**config.mk**
```make
export PLATFORM = sky130hd
export DESIGN_NAME = hash_request_tx_flat
export DESIGN_NICKNAME = d
export VERILOG_FILES = /design/src/rtl/hash_request_tx_pkg.sv /design/src/rtl/hash_request_tx_if.sv /design/src/rtl/hash_request_tx_skid.sv /design/src/rtl/hash_request_tx.sv /design/src/flat_wrapper.sv
export SDC_FILE = /design/constraint.sdc
export NUM_CORES = 1
export LEC_CHECK = 0
export BUFFER_PORTS_ARGS = -buffer_cell sky130_fd_sc_hd__buf_2
export CORE_MARGIN = 4
export CORE_UTILIZATION = 49
export DETAILED_ROUTE_END_ITERATION = 10
export PLACE_DENSITY = 0.76
export SLEW_MARGIN = 20
export SYNTH_ARGS = -nofsm -noshare
export SYNTH_HDL_FRONTEND = slang
export SYNTH_HIERARCHICAL = 1
export SYNTH_SLANG_ARGS = --single-unit
```
**constraint.sdc**
```tcl
create_clock -name clk -period 1.85 [get_ports clk]
set_clock_uncertainty 0.15 [all_clocks]
set_input_delay 0.0925 -clock clk [delete_from_list [all_inputs] [get_ports clk]]
set_output_delay 0.0925 -clock clk [all_outputs]
set_load 0.02 [all_outputs]
```
**src/rtl/hash_request_tx_pkg.sv**
```systemverilog
// Shared types and field-offset helpers for the hash request stream.
package hash_stream_pkg;

  localparam int OP_WIDTH = 2;

  typedef enum logic [1:0] {
    OP_NOP    = 2'b00,
    OP_READ   = 2'b01,
    OP_WRITE  = 2'b10,
    OP_DELETE = 2'b11
  } op_t;

  typedef enum logic [1:0] {
    EMPTY = 2'd0,
    ONE   = 2'd1,
    TWO   = 2'd2
  } skid_state_t;

  typedef enum logic {
    FLUSH_IDLE    = 1'b0,
    FLUSH_PENDING = 1'b1
  } flush_state_t;

  typedef struct packed {
    flush_state_t flush;
    skid_state_t  skid;
  } dbg_t;

  function automatic int key_lsb();
    return 0;
  endfunction

  function automatic int value_lsb(input int key_width);
    return key_width;
  endfunction

  function automatic int op_msb(input int data_width);
    return data_width - 1;
  endfunction

endpackage

```
**src/rtl/hash_request_tx_if.sv**
```systemverilog
// Command-side and stream-side bundles of the hash request transmitter.
// Handshakes: a transfer happens on a rising edge where valid && ready are both 1;
// the sender holds valid and payload stable until that transfer.
interface hash_cmd_if #(
  parameter int KEY_WIDTH   = 14,
  parameter int VALUE_WIDTH = 16
);
  logic                   cmd_valid_i;
  logic                   cmd_ready_o;
  logic [1:0]             cmd_op_i;
  logic [KEY_WIDTH-1:0]   cmd_key_i;
  logic [VALUE_WIDTH-1:0] cmd_value_i;
  logic                   cmd_last_i;
  logic                   flush_i;

  modport master (
    output cmd_valid_i, cmd_op_i, cmd_key_i, cmd_value_i, cmd_last_i, flush_i,
    input  cmd_ready_o
  );
  modport slave (
    input  cmd_valid_i, cmd_op_i, cmd_key_i, cmd_value_i, cmd_last_i, flush_i,
    output cmd_ready_o
  );
endinterface

interface hash_stream_if #(
  parameter int DATA_WIDTH = 32
);
  logic [DATA_WIDTH-1:0] data_o;
  logic                  valid_o;
  logic                  last_o;
  logic                  ready_i;

  modport master (
    output data_o, valid_o, last_o,
    input  ready_i
  );
  modport slave (
    input  data_o, valid_o, last_o,
    output ready_i
  );
endinterface

```
**src/rtl/hash_request_tx_skid.sv**
```systemverilog
// Two-entry skid buffer: output register plus one overflow register, with a
// registered input ready so upstream never sees a combinational path from out_ready.
module stream_skid_buffer
  import hash_stream_pkg::*;
#(
  parameter int W = 33
) (
  input  logic         clk,
  input  logic         reset,
  input  logic         in_valid,
  output logic         in_ready,
  input  logic [W-1:0] in_data,
  output logic         out_valid,
  output logic [W-1:0] out_data,
  input  logic         out_ready,
  output skid_state_t  state
);

  skid_state_t  state_q, state_d;
  logic [W-1:0] skid_q;
  logic         enq, deq;
  logic         load_out, load_skid, skid_to_out;

  assign out_valid = (state_q != EMPTY);
  assign enq       = in_valid && in_ready;
  assign deq       = out_valid && out_ready;
  assign state     = state_q;

  always_comb begin
    state_d     = state_q;
    load_out    = 1'b0;
    load_skid   = 1'b0;
    skid_to_out = 1'b0;
    case (state_q)
      EMPTY: begin
        if (enq) begin
          state_d  = ONE;
          load_out = 1'b1;
        end
      end
      ONE: begin
        if (enq && deq) begin
          load_out = 1'b1;
        end else if (enq) begin
          state_d   = TWO;
          load_skid = 1'b1;
        end else if (deq) begin
          state_d = EMPTY;
        end
      end
      TWO: begin
        // in_ready is low here, so only a dequeue can happen
        if (deq) begin
          state_d     = ONE;
          skid_to_out = 1'b1;
        end
      end
      default: state_d = EMPTY;
    endcase
  end

  always_ff @(posedge clk) begin
    if (reset) begin
      state_q  <= EMPTY;
      in_ready <= 1'b0;
      out_data <= '0;
      skid_q   <= '0;
    end else begin
      state_q  <= state_d;
      in_ready <= (state_d != TWO);
      if (load_out) begin
        out_data <= in_data;
      end else if (skid_to_out) begin
        out_data <= skid_q;
      end
      if (load_skid) begin
        skid_q <= in_data;
      end
    end
  end

endmodule

```
**src/rtl/hash_request_tx.sv**
```systemverilog
// Packs (op, key, value) commands into stream beats, closes batches with last
// (explicit, forced at MAX_BATCH, or by flush) and counts transferred commands.
module hash_request_tx
  import hash_stream_pkg::*;
#(
  parameter int DATA_WIDTH  = 32,
  parameter int KEY_WIDTH   = 14,
  parameter int VALUE_WIDTH = 16,
  parameter int MAX_BATCH   = 16,
  parameter int CNT_WIDTH   = 16
) (
  input  logic                 clk,
  input  logic                 reset,
  hash_cmd_if.slave            cmd,
  hash_stream_if.master        stream,
  output logic [CNT_WIDTH-1:0] sent_count_o,
  output dbg_t                 dbg
);

  localparam int BW = (MAX_BATCH > 1) ? $clog2(MAX_BATCH) : 1;

  if (KEY_WIDTH + VALUE_WIDTH != DATA_WIDTH - OP_WIDTH) begin : g_bad_widths
    $error("hash_request_tx: KEY_WIDTH + VALUE_WIDTH must equal DATA_WIDTH - 2");
  end
  if (MAX_BATCH < 1) begin : g_bad_batch
    $error("hash_request_tx: MAX_BATCH must be at least 1");
  end

  op_t                   cmd_op;
  logic                  cmd_fire, is_nop, beat_enq, nop_enq;
  logic                  flush_req, batch_full, beat_last;
  logic [BW-1:0]         batch_cnt;
  logic [DATA_WIDTH-1:0] packed_beat;
  flush_state_t          flush_q, flush_d;
  logic                  skid_ready, skid_in_valid;
  logic [DATA_WIDTH:0]   skid_in_data, out_beat;
  skid_state_t           skid_state;

  assign cmd_op     = op_t'(cmd.cmd_op_i);
  assign cmd_fire   = cmd.cmd_valid_i && cmd.cmd_ready_o;
  assign is_nop     = (cmd_op == OP_NOP);
  assign beat_enq   = cmd_fire && !is_nop;
  // A NOP carrying last has nothing to close a batch with, so it acts as a flush
  assign flush_req  = cmd.flush_i || (cmd_fire && is_nop && cmd.cmd_last_i);
  assign batch_full = (batch_cnt == BW'(MAX_BATCH - 1));
  assign beat_last  = cmd.cmd_last_i || cmd.flush_i || batch_full;
  assign nop_enq    = (flush_q == FLUSH_PENDING) && skid_ready;

  // Holding ready low while a flush is pending keeps the closing NOP ahead of new work
  assign cmd.cmd_ready_o = skid_ready && (flush_q == FLUSH_IDLE);

  always_comb begin
    packed_beat = '0;
    packed_beat[op_msb(DATA_WIDTH) -: OP_WIDTH] = cmd_op;
    if (cmd_op == OP_WRITE) begin
      packed_beat[value_lsb(KEY_WIDTH) +: VALUE_WIDTH] = cmd.cmd_value_i;
    end
    packed_beat[key_lsb() +: KEY_WIDTH] = cmd.cmd_key_i;
  end

  assign skid_in_valid = beat_enq || nop_enq;
  assign skid_in_data  = nop_enq ? {1'b1, {DATA_WIDTH{1'b0}}} : {beat_last, packed_beat};

  always_comb begin
    flush_d = flush_q;
    case (flush_q)
      FLUSH_IDLE: begin
        if (flush_req && !beat_enq && (batch_cnt != '0)) begin
          flush_d = FLUSH_PENDING;
        end
      end
      FLUSH_PENDING: begin
        if (skid_ready) begin
          flush_d = FLUSH_IDLE;
        end
      end
      default: flush_d = FLUSH_IDLE;
    endcase
  end

  always_ff @(posedge clk) begin
    if (reset) begin
      flush_q   <= FLUSH_IDLE;
      batch_cnt <= '0;
    end else begin
      flush_q <= flush_d;
      if (beat_enq) begin
        batch_cnt <= beat_last ? '0 : batch_cnt + 1'b1;
      end else if (nop_enq) begin
        batch_cnt <= '0;
      end
    end
  end

  stream_skid_buffer #(
    .W (DATA_WIDTH + 1)
  ) u_skid (
    .clk       (clk),
    .reset     (reset),
    .in_valid  (skid_in_valid),
    .in_ready  (skid_ready),
    .in_data   (skid_in_data),
    .out_valid (stream.valid_o),
    .out_data  (out_beat),
    .out_ready (stream.ready_i),
    .state     (skid_state)
  );

  assign stream.data_o = out_beat[DATA_WIDTH-1:0];
  assign stream.last_o = out_beat[DATA_WIDTH];

  always_ff @(posedge clk) begin
    if (reset) begin
      sent_count_o <= '0;
    end else if (stream.valid_o && stream.ready_i &&
                 (op_t'(out_beat[op_msb(DATA_WIDTH) -: OP_WIDTH]) != OP_NOP)) begin
      sent_count_o <= sent_count_o + 1'b1;
    end
  end

  assign dbg = '{flush: flush_q, skid: skid_state};

endmodule

```
**src/flat_wrapper.sv**
```systemverilog
// flat-port wrapper written by rule: the top's interface ports become plain ports
module hash_request_tx_flat import hash_stream_pkg::*;
#(
  parameter int DATA_WIDTH  = 32,
  parameter int KEY_WIDTH   = 14,
  parameter int VALUE_WIDTH = 16,
  parameter int MAX_BATCH   = 16,
  parameter int CNT_WIDTH   = 16
)
  (clk, reset, sent_count_o, dbg, cmd_cmd_valid_i, cmd_cmd_op_i, cmd_cmd_key_i, cmd_cmd_value_i, cmd_cmd_last_i, cmd_flush_i, cmd_cmd_ready_o, stream_data_o, stream_valid_o, stream_last_o, stream_ready_i);
  hash_cmd_if #(.KEY_WIDTH(KEY_WIDTH), .VALUE_WIDTH(VALUE_WIDTH)) cmd_i ();
  hash_stream_if #(.DATA_WIDTH(DATA_WIDTH)) stream_i ();
  input  logic clk;
  input  logic reset;
  output logic [CNT_WIDTH-1:0] sent_count_o;
  output dbg_t dbg;
  input wire logic [$bits(cmd_i.cmd_valid_i)-1:0] cmd_cmd_valid_i;
  input wire logic [$bits(cmd_i.cmd_op_i)-1:0] cmd_cmd_op_i;
  input wire logic [$bits(cmd_i.cmd_key_i)-1:0] cmd_cmd_key_i;
  input wire logic [$bits(cmd_i.cmd_value_i)-1:0] cmd_cmd_value_i;
  input wire logic [$bits(cmd_i.cmd_last_i)-1:0] cmd_cmd_last_i;
  input wire logic [$bits(cmd_i.flush_i)-1:0] cmd_flush_i;
  output wire logic [$bits(cmd_i.cmd_ready_o)-1:0] cmd_cmd_ready_o;
  output wire logic [$bits(stream_i.data_o)-1:0] stream_data_o;
  output wire logic [$bits(stream_i.valid_o)-1:0] stream_valid_o;
  output wire logic [$bits(stream_i.last_o)-1:0] stream_last_o;
  input wire logic [$bits(stream_i.ready_i)-1:0] stream_ready_i;
  assign cmd_i.cmd_valid_i = cmd_cmd_valid_i;
  assign cmd_i.cmd_op_i = cmd_cmd_op_i;
  assign cmd_i.cmd_key_i = cmd_cmd_key_i;
  assign cmd_i.cmd_value_i = cmd_cmd_value_i;
  assign cmd_i.cmd_last_i = cmd_cmd_last_i;
  assign cmd_i.flush_i = cmd_flush_i;
  assign cmd_cmd_ready_o = cmd_i.cmd_ready_o;
  assign stream_data_o = stream_i.data_o;
  assign stream_valid_o = stream_i.valid_o;
  assign stream_last_o = stream_i.last_o;
  assign stream_i.ready_i = stream_ready_i;
  hash_request_tx #(.DATA_WIDTH(DATA_WIDTH), .KEY_WIDTH(KEY_WIDTH), .VALUE_WIDTH(VALUE_WIDTH), .MAX_BATCH(MAX_BATCH), .CNT_WIDTH(CNT_WIDTH)) u_core (.clk(clk), .reset(reset), .cmd(cmd_i), .stream(stream_i), .sent_count_o(sent_count_o), .dbg(dbg));
endmodule
```
==> run summary, run 1 <==
Power
• leakage: 0.00218 uW
• combinational power share: 11.6%
• portion of total power attributed to the clock network: 36.3%
• proportion of total power due to net switching: 24.8%
• Flop pwr share: 52.1%
• total power density per cell area: 699 nW/um2
• peak supply drop: 0.545 mV
• total net switching power: 953 uW
• cell internal pwr: 2890 uW

Routing
• post-detailed-route wirelength per cell: 14.5 um
• via count: 4,046
• final wirelength: 10.9 mm
• Pre-Repair DR Iteration Count: 5
• count of unresolved DRC violations after routing: 0
• DRC marker count from the first detailed-route iteration: 196
• post-route ant nets: 0
• number of vias per cell: 5.39

Logic synthesis
• number of enable-type register cells in the synthesized netlist: 0
• async set-reset flop share out of synthesis: 0%
• share of the synthesized area in compound gates (AO/OA/AOI/OAI): 20.1%
• area share of fa/ha/maj cells after synthesis: 0.893%
• combinational family with the most area after synthesis: simple AND/OR/NAND/NOR gates
• proportion of synthesized area in mux cells: 0.744%
• cells taking the most area after synthesis: dfxtp_1, nand2_1, a311oi_2
• synth unique cells: 46
• ys flop type: dfxtp_1
• Post-Syn Instances: 511
• xor/xnor cell area share of the yosys netlist: 1.46%
• Yosys warnings: 6
• Syn Nets: 552
• Synth top area share: 42.9%
• synthesized area per cell: 8.22 um2
• netlist area before placement: 4200 um2
• Seq/Total Area, Yosys: 42.9%
• cell accounting for the most synthesized area: dfxtp_1
• flops & latches, synth: 90
• fraction of the mapped netlist area in simple logic gates: 28.7%

GRT
• met1 usage: 25.8%
• GR met2 Demand/Resource: 38.0%
• largest net degree at the start of global routing: 91
• via count of the first global-routing pass: 3,872
• global-route wire length before repair: 17.7 mm
• met3 routing resource usage after global routing: 5.12%
• total routing resource utilization after global routing: 21.3%
• number of antenna violations at the first check in global routing: 0
• leftover overflow at the end of global routing: 0
• GRT busiest layer: met2

Placement
• Placed Cells: 695
• sum of net half-perimeters after detailed placement: 6.75 mm
• Placer Congestion: 0.847
• standard cell area after detailed placement: 4870 um2
• count of buffers inserted at the top-level ports: 91
• worst setup timing slack at the placement stage: -44.9 ps

Die
• placement row count: 33
• Horiz. Die Dim: 101 um
• Die Height: 101 um
• I/O pin count: 92
• die area: 10,100 um2
• Core Area: 8300 um2
• starting density of the core: 50.6%

Critical path
• reg-to-reg critical path endpoint: u_core/sent_count_o[15]$_SDFFE_PP0P_
• internal reg-to-reg setup slack: -6 ps
• cells on worst reg2reg path: 5
• critical path arrival: 1990 ps
• critical path endpoint category: flop
• CP Launch Type: flop
• WP data required: 1980 ps
• worst setup path category: flop to flop
• launch point of the worst reg-to-reg path: u_core/u_skid/state[0]$_SDFF_PP0_
• origin of the worst setup path: u_core/u_skid/state[0]$_SDFF_PP0_
• capturing element of the worst setup path: u_core/sent_count_o[15]$_SDFFE_PP0P_
• peak fanout along the critical path: 6

STA
• Total Neg Setup Slack: -5.67 ps
• fmax: 539 MHz
• count of endpoints failing setup in the final report: 1
• period utilisation layout: 100%
• final worst-path setup slack: -5.67 ps
• final count of hold timing violations: 0
• max-slew violation count: 0
• worst slew pin tran: 466 ps
• unrepaired setup endpoints after global routing: yes
• Final min period: 1860 ps
• Max-Slew Margin vs Limit: 68.9%

Clocking
• maximum buffer depth of the clock tree: 2
• clock-pin slew reported for the worst setup and hold paths after clock tree synthesis: 90 ps
• TritonCTS clock tree: done
• clock buffer count from CTS: 9
• count of H-tree levels built during CTS: 3
• CTS sink cnt: 90
• clock insertion delay at the later pin of the skew report: 350 ps
• root cell of the clock tree: clkbuf_8

Layout
• Final #Nets: 681
• post-layout util: 66.2%
• fillcell total: 663
• post-synthesis to final-layout area growth: 30.9%
• design area: 5500 um2
• multi-input combinational cell area: 2230 um2
• ant diodes: 0
• Register Area: 1810 um2
• Final Non-Filler Cells: 750
• fraction of final layout cells with drive strength greater than 1: 29.5%

Hold path
• worst hold path type: input pin to flop

Run status
• violations in the final reports: negative setup slack
• result of the run: finished, violations left

Job
• Maximum Capacitance Violations: 0

## cells in the mapped netlist, drive strengths merged (2+ instances only)
cell type,n
nand3,4
a21oi,45
nor2,47
nand4,3
nand2b,3
nand4b,3
dfxtp,90
clkbuf,16
nand2,147
xnor2,6
inv,7
o21ai,8
nor3,5
or2,3
and3,2
mux2i,2
o31ai,2
ha,3
or3,6
and2,32
nor2b,6
a311oi,34
or4,3
buf,20
## placed cells by master, fill, tap and decap left out, types with 9 or more instances in the layout
cell / netlist / routed
a21oi_1: 45 / 44
a311oi_2: 30 / 31
and2_1: 32 / 32
buf_2: 14 / 90
buf_4: 1 / 26
clkbuf_8: 0 / 9
dfxtp_1: 90 / 84
dlygate4sd3_1: 0 / 31
nand2_1: 147 / 147
nor2_1: 46 / 44
## critical path, cell delays in order, from the launching register on
cell and delay, ps:
dfxtp_4 370, or2_4 120, o211ai_1 170, or2_4 330, or4_4 510, a21oi_1 130
## power groups by stage
stage	combinational (uW)	sequential, uW	clock (uW)
6_report	445	2000	1390
5_1_grt	483	2010	1500
4_1_cts	433	2000	1430
3_5_place_dp	381	2050	0
3_3_place_gp	372	2050	0
2_1_floorplan	195	2090	0
## stage by stage
step	power [uW]	hold WS, ps
final	3840	15.6
after global routing	3990	35.7
after CTS	3860	0.551
after detailed placement	2430	297
after global placement	2420	280
after floorplan	2290	15.3
## logic make-up (layout without fill, tap and decap cells)
group,count (synthesis),in the layout
AND/OR/NAND/NOR,266,266
multiplexers,3,3
AO/OA/AOI/OAI,99,99
XOR/XNOR,7,7
adder cells (fa/ha/maj),3,3
flip-flops,90,90
buffers and inverters,43,177
## how the worst min path moves through the flow
stage	startpoint	to	slack [ps]	cells past startpoint
2_1_floorplan	reset	u_core/flush_q$_SDFF_PP0_	20	1
3_3_place_gp	stream_ready_i	u_core/u_skid/in_ready$_SDFF_PP0_	280	3
3_5_place_dp	u_core/u_skid/skid_q[13]$_SDFFE_PP0P_	u_core/u_skid/skid_q[13]$_SDFFE_PP0P_	300	2
4_1_cts	cmd_cmd_key_i[1]	u_core/u_skid/skid_q[1]$_SDFFE_PP0P_	0.6	4
5_1_grt	cmd_cmd_last_i	u_core/u_skid/skid_q[32]$_SDFFE_PP0P_	40	5
6_report	cmd_cmd_key_i[1]	u_core/u_skid/skid_q[1]$_SDFFE_PP0P_	20	4
## sequential cells by signal, summed over array words and instances (netlist names)
name                    flops
u_core/flush_q              1
u_core/u_skid/state         2
u_core/u_skid/skid_q       33
u_core/batch_cnt            4
u_core/u_skid/out_data     33
u_core/sent_count_o        16
u_core/u_skid/in_ready      1
## area by class of cell
type | instances | area share (%)
clock inverters | 4 | 0.888
flip-flops and latches | 90 | 33.0
repair buffers | 154 | 19.8
inverters | 7 | 0.478
multi-input cells | 378 | 40.6
clock buffers | 12 | 2.84
well taps | 105 | 2.39
## routing by layer
layer / wire (um) / vias to the layer above
li1: - / 1988
met1: 4640 / 1944
met2: 5560 / 106
met3: 592 / 8
met4: 89 / 0
met5: 0 / -
## what timing repair did
action	4_1_cts	5_1_grt
endpoints found under the setup margin	21	15
resized for setup	3	13
hold buffers	31	0
buffers inserted	0	8
pin swaps	0	7
endpoints found under the hold margin	32	0
Note: power is estimated with default switching activity, not from simulation.
==> run 2: changes to the inputs <==
CORE_ASPECT_RATIO = 1.4   (was default)
TNS_END_PERCENT = 20   (was default)
==> run 2 against run 1 <==
Effect of this change:
- the run now ends clean
- via count decreased by 0.77%
- die area increased by 0.21%
- sequential share of layout area decreased by 0.13 points
- non-clock buffer count decreased by 9
- critical path depth unchanged
- flip-flop and latch count unchanged
- cell count decreased by 1.6%
- power increased by 13%
==> run summary, run 2 (synthesis gave the netlist of run 1 again) <==
Routing
• DRC marker count from the first detailed-route iteration: 293
• number of vias per cell: 5.44
• via count: 4,015
• routed length on met2: 5.24 mm
• final wirelength: 10.7 mm
• count of unresolved DRC violations after routing: 0
• post-route ant nets: 0
• post-detailed-route wirelength per cell: 14.5 um
• Pre-Repair DR Iteration Count: 7
• top routing layer in use: met4
• Met3 Routed Length: 685 um
• met1 WL: 4.53 mm

STA
• unrepaired setup endpoints after global routing: yes
• Max-Slew Margin vs Limit: 76.3%
• Final min period: 1810 ps
• count of endpoints failing setup in the final report: 0
• worst slew pin tran: 353 ps
• period utilisation layout: 97.9%
• final count of hold timing violations: 0
• Total Neg Setup Slack: 0 ps
• fmax: 552 MHz
• max-slew violation count: 0

GRT
• number of antenna violations at the first check in global routing: 0
• total routing resource utilization after global routing: 21.3%
• leftover overflow at the end of global routing: 0
• via count of the first global-routing pass: 3,784
• largest net degree at the start of global routing: 38
• global-route wire length before repair: 17.7 mm

Placement
• sum of net half-perimeters after detailed placement: 7.01 mm
• count of buffers inserted at the top-level ports: 91
• Placed Cells: 691
• Placer Congestion: 0.833

Job
• Maximum Capacitance Violations: 0

Critical path
• CP Launch Type: flop
• peak fanout along the critical path: 7
• cells on worst reg2reg path: 5
• WP data required: 1960 ps
• launch point of the worst reg-to-reg path: u_core/u_skid/state[0]$_SDFF_PP0_
• critical path endpoint category: flop
• worst setup path category: flop to flop
• origin of the worst setup path: u_core/u_skid/state[0]$_SDFF_PP0_
• critical path arrival: 1930 ps

Clocking
• maximum buffer depth of the clock tree: 2
• root cell of the clock tree: clkbuf_16
• clock-pin slew reported for the worst setup and hold paths after clock tree synthesis: 60 ps
• CTS sink cnt: 90
• TritonCTS clock tree: done
• clock buffer count from CTS: 9
• clock insertion delay at the later pin of the skew report: 330 ps
• count of H-tree levels built during CTS: 3

Power
• peak supply drop: 0.525 mV
• leakage: 0.00218 uW
• total power density per cell area: 786 nW/um2

Layout
• fraction of final layout cells with drive strength greater than 1: 28.3%
• Final Non-Filler Cells: 738
• Final #Nets: 672
• registers with the most flip-flops: u_core/u_skid/out_data (33), u_core/u_skid/skid_q (33), u_core/sent_count_o (16)
• post-synthesis to final-layout area growth: 31.4%
• commonest non-fill, non-tap cell in the layout: nand2_1
• ant diodes: 0
• top library cells by usage in the layout, fill and taps aside: nand2_1, buf_2, dfxtp_1

Die
• Die Height: 118 um
• die area: 10,100 um2
• Core Area: 8250 um2
• Horiz. Die Dim: 86.3 um
• placement row count: 39
• I/O pin count: 92
• starting density of the core: 50.9%

Run status
• result of the run: finished, final reports clean

Hold path
• hold path startpoint: cmd_cmd_op_i[1]
• hold path cells: 4
• worst hold path type: input pin to flop

==> run 2: power breakdown <==
part	total (uW)	switching, uW	leakage, uW	internal, uW
Combinational	438	236	0.00129	202
Clock	1900	734	0.000154	1160
Sequential	2010	28.1	0.000732	1980
Total	4340	998	0.00218	3340
==> run 2: path summary, 6_finish.rpt <==
path	end	slack [ps]
min	u_core/u_skid/skid_q[31]$_SDFFE_PP0P_	10
max reg2reg	u_core/sent_count_o[13]$_SDFFE_PP0P_	40
max	u_core/sent_count_o[13]$_SDFFE_PP0P_	40
min reg2reg	u_core/u_skid/skid_q[0]$_SDFFE_PP0P_	300
==> run 2: repair_timing <==
item	in CTS	in global routing
endpoints found under the hold margin	39	0
pin swaps	0	1
hold buffers	30	0
setup endpoints to repair	1	45
resized for setup	1	12
buffers inserted	0	1
==> run 2: cell type report <==
class	count	area (um2)
fillers	667	2730
inverters	7	26.3
repair buffers	145	1020
flip-flops and latches	90	1810
multi-input cells	378	2220
clock buffers	12	268
well taps	102	128
clock inverters	4	47.5
==> run 2: through the flow <==
stage               setup slack (ps)  instance area, um2  power [uW]  hold WS (ps)  utilization (%)
floorplan                      -12.6                4210        2290          15.3                -
global placement                79.7                4860        2420           291             58.9
detailed placement             -3.83                4860        2430           298             58.9
CTS                             3.05                5480        4380          1.88             66.4
global route                   -16.3                5520        4490          30.8             66.9
finish                          39.2                5520        4340          13.2             66.9
==> run 2: worst max-delay path, stage by stage, from the launching register on <==
cell,delay [ps]
dfxtp_4,390
or2_4,140
o211ai_1,110
or2_1,270
or4_4,530
a21oi_2,160
==> run 2: metal layers <==
| layer | global-route usage [%] | vias up |
|---|---|---|
| met2 | 35.4 | 140 |
| met3 | 3.57 | 18 |
| met1 | 27.3 | 1878 |
| met5 | 0 | - |
| li1 | - | 1979 |
| met4 | 7.89 | 0 |
==> run 3: changes to the inputs <==
CORE_MARGIN = default   (was 4)
CORE_UTILIZATION = 54   (was 49)
PLACE_DENSITY = 0.79   (was 0.76)
clock period = 2.05 ns   (was 1.85 ns; I/O delays follow)
==> run 3 against run 2 <==
Effect of this change:
- design area decreased by 4.2%
- first-iteration DRC count increased by 1.7%
- power decreased by 23%
- combinational power decreased by 11%
- global-route usage increased by 6.3 points
- register-to-register slack improved by 110 ps
- critical path type unchanged
- cell count decreased by 1.2%
- sequential share of layout area increased by 1.2 points
- highest routed layer unchanged
- clock power decreased by 39%
- wire length increased by 0.95%
- fmax decreased by 4.7%
- die area decreased by 20%
==> run summary, run 3 (synthesis gave the netlist of run 1 again) <==
Run status
• result of the run: finished, final reports clean

Layout
• ant diodes: 0
• top library cells by usage in the layout, fill and taps aside: nand2_1, buf_2, dfxtp_1
• registers with the most flip-flops: u_core/u_skid/out_data (33), u_core/u_skid/skid_q (33), u_core/sent_count_o (16)
• post-synthesis to final-layout area growth: 25.9%
• commonest non-fill, non-tap cell in the layout: nand2_1
• post-layout util: 71.0%
• fraction of final layout cells with drive strength greater than 1: 26.4%
• Final #Nets: 668

Power
• combinational power share: 11.6%
• total net switching power: 877 uW
• portion of total power attributed to the clock network: 34.3%
• cell internal pwr: 2470 uW
• total power density per cell area: 633 nW/um2
• Flop pwr share: 54.0%
• proportion of total power due to net switching: 26.2%
• peak supply drop: 0.450 mV
• leakage: 0.00206 uW

Clocking
• clock-pin slew reported for the worst setup and hold paths after clock tree synthesis: 90 ps
• CTS sink cnt: 90
• clock insertion delay at the later pin of the skew report: 360 ps
• root cell of the clock tree: clkbuf_8
• TritonCTS clock tree: done
• clock buffer count from CTS: 9
• maximum buffer depth of the clock tree: 2
• count of H-tree levels built during CTS: 3

Die
• die area: 8140 um2
• Horiz. Die Dim: 76.6 um
• I/O pin count: 92
• Die Height: 106 um
• starting density of the core: 56.4%
• placement row count: 37
• Core Area: 7450 um2

Critical path
• peak fanout along the critical path: 5
• CP Launch Type: flop
• crit path buf inv count: 0
• critical path, cell by cell: ha_1 > nand3_1 > or4_1 > o21ai_0 > a21oi_1
• longest individual stage delay on the worst path: 550 ps
• crit-path leading delay family: simple AND/OR/NAND/NOR gates
• critical path endpoint category: flop
• critical-path cell with the highest stage delay: or4_1
• worst setup path category: flop to flop
• WP data required: 2140 ps
• critical path arrival: 1990 ps

Routing
• final wirelength: 10.8 mm
• post-detailed-route wirelength per cell: 14.8 um
• DRC marker count from the first detailed-route iteration: 298
• Pre-Repair DR Iteration Count: 4
• number of vias per cell: 5.43
• count of unresolved DRC violations after routing: 0
• via count: 3,957
• post-route ant nets: 0

GRT
• total routing resource utilization after global routing: 27.6%
• via count of the first global-routing pass: 3,899
• global-route wire length before repair: 18.0 mm
• leftover overflow at the end of global routing: 0
• number of antenna violations at the first check in global routing: 0
• largest net degree at the start of global routing: 61

STA
• Final min period: 1900 ps
• period utilisation layout: 92.7%
• Total Neg Setup Slack: 0 ps
• unrepaired setup endpoints after global routing: no
• final count of hold timing violations: 0
• count of endpoints failing setup in the final report: 0
• worst slew pin tran: 428 ps
• Max-Slew Margin vs Limit: 71.2%
• max-slew violation count: 0
• fmax: 526 MHz

Job
• Maximum Capacitance Violations: 0

Placement
• sum of net half-perimeters after detailed placement: 6.66 mm
• count of buffers inserted at the top-level ports: 91
• Placer Congestion: 0.813

Hold path
• worst hold path type: input pin to flop

run 3: metrics by stage:
stage                     hold WS (ps)  setup slack, ps  cell area [um2]  power, uW  cells
after floorplan                   25.3             1.80             4200       2070    511
after detailed placement           271              106             4790       2190    682
after CTS                        0.549             83.8             5290       3360    729
final                             11.4              150             5290       3350    729
after global placement             272              166             4790       2180    682
after global routing              22.0            0.812             5290       3500    729
run 3: power groups by stage:
stage / logic, uW / clock network [uW] / registers, uW
4_1_cts: 386 / 1170 / 1810
5_1_grt: 419 / 1260 / 1820
2_1_floorplan: 175 / 0 / 1890
3_3_place_gp: 331 / 0 / 1850
6_report: 390 / 1150 / 1810
3_5_place_dp: 339 / 0 / 1850
run 3: metal layers:
metal  track usage [%]  part of all wire (%)  up-vias
met5                 0                     0        -
met4              12.1                   2.4        0
met3              5.84                   5.0       23
met2              48.9                    51      127
met1              31.7                    41     1848
li1                  -                     -     1959
run 3: repair_timing:
action / 4_1_cts / 5_1_grt
hold buffers: 31 / 0
buffers inserted: 0 / 0
setup endpoints to repair: 0 / 3
hold endpoints to repair: 32 / 0
resized for setup: 0 / 2
run 3: worst min-delay path, delay by kind of cell:
kind,cells,cell delay (ps)
compound gates,1,50
buf+inv,1,110
simple gates,2,220
run 3: worst paths after layout:
path                                                end  cells past startpoint                                   from  slack (ps)
setup / recovery   u_core/sent_count_o[12]$_SDFFE_PP0P_                      5    u_core/sent_count_o[0]$_SDFFE_PP0P_         150
hold / removal    u_core/u_skid/skid_q[31]$_SDFFE_PP0P_                      4                        cmd_cmd_op_i[1]          10
setup reg to reg   u_core/sent_count_o[12]$_SDFFE_PP0P_                      5    u_core/sent_count_o[0]$_SDFFE_PP0P_         150
hold reg to reg   u_core/u_skid/skid_q[11]$_SDFFE_PP0P_                      2  u_core/u_skid/skid_q[11]$_SDFFE_PP0P_         310
run 3: layout make-up:
type                       count  area (um2)
inverter                       7        26.3
sequential                    90        1800
fill                         590        2160
clock inverter                 5        36.3
timing repair buffer         141         961
clock buffer                  11         151
tap                           97         121
multi-input combinational    378        2190
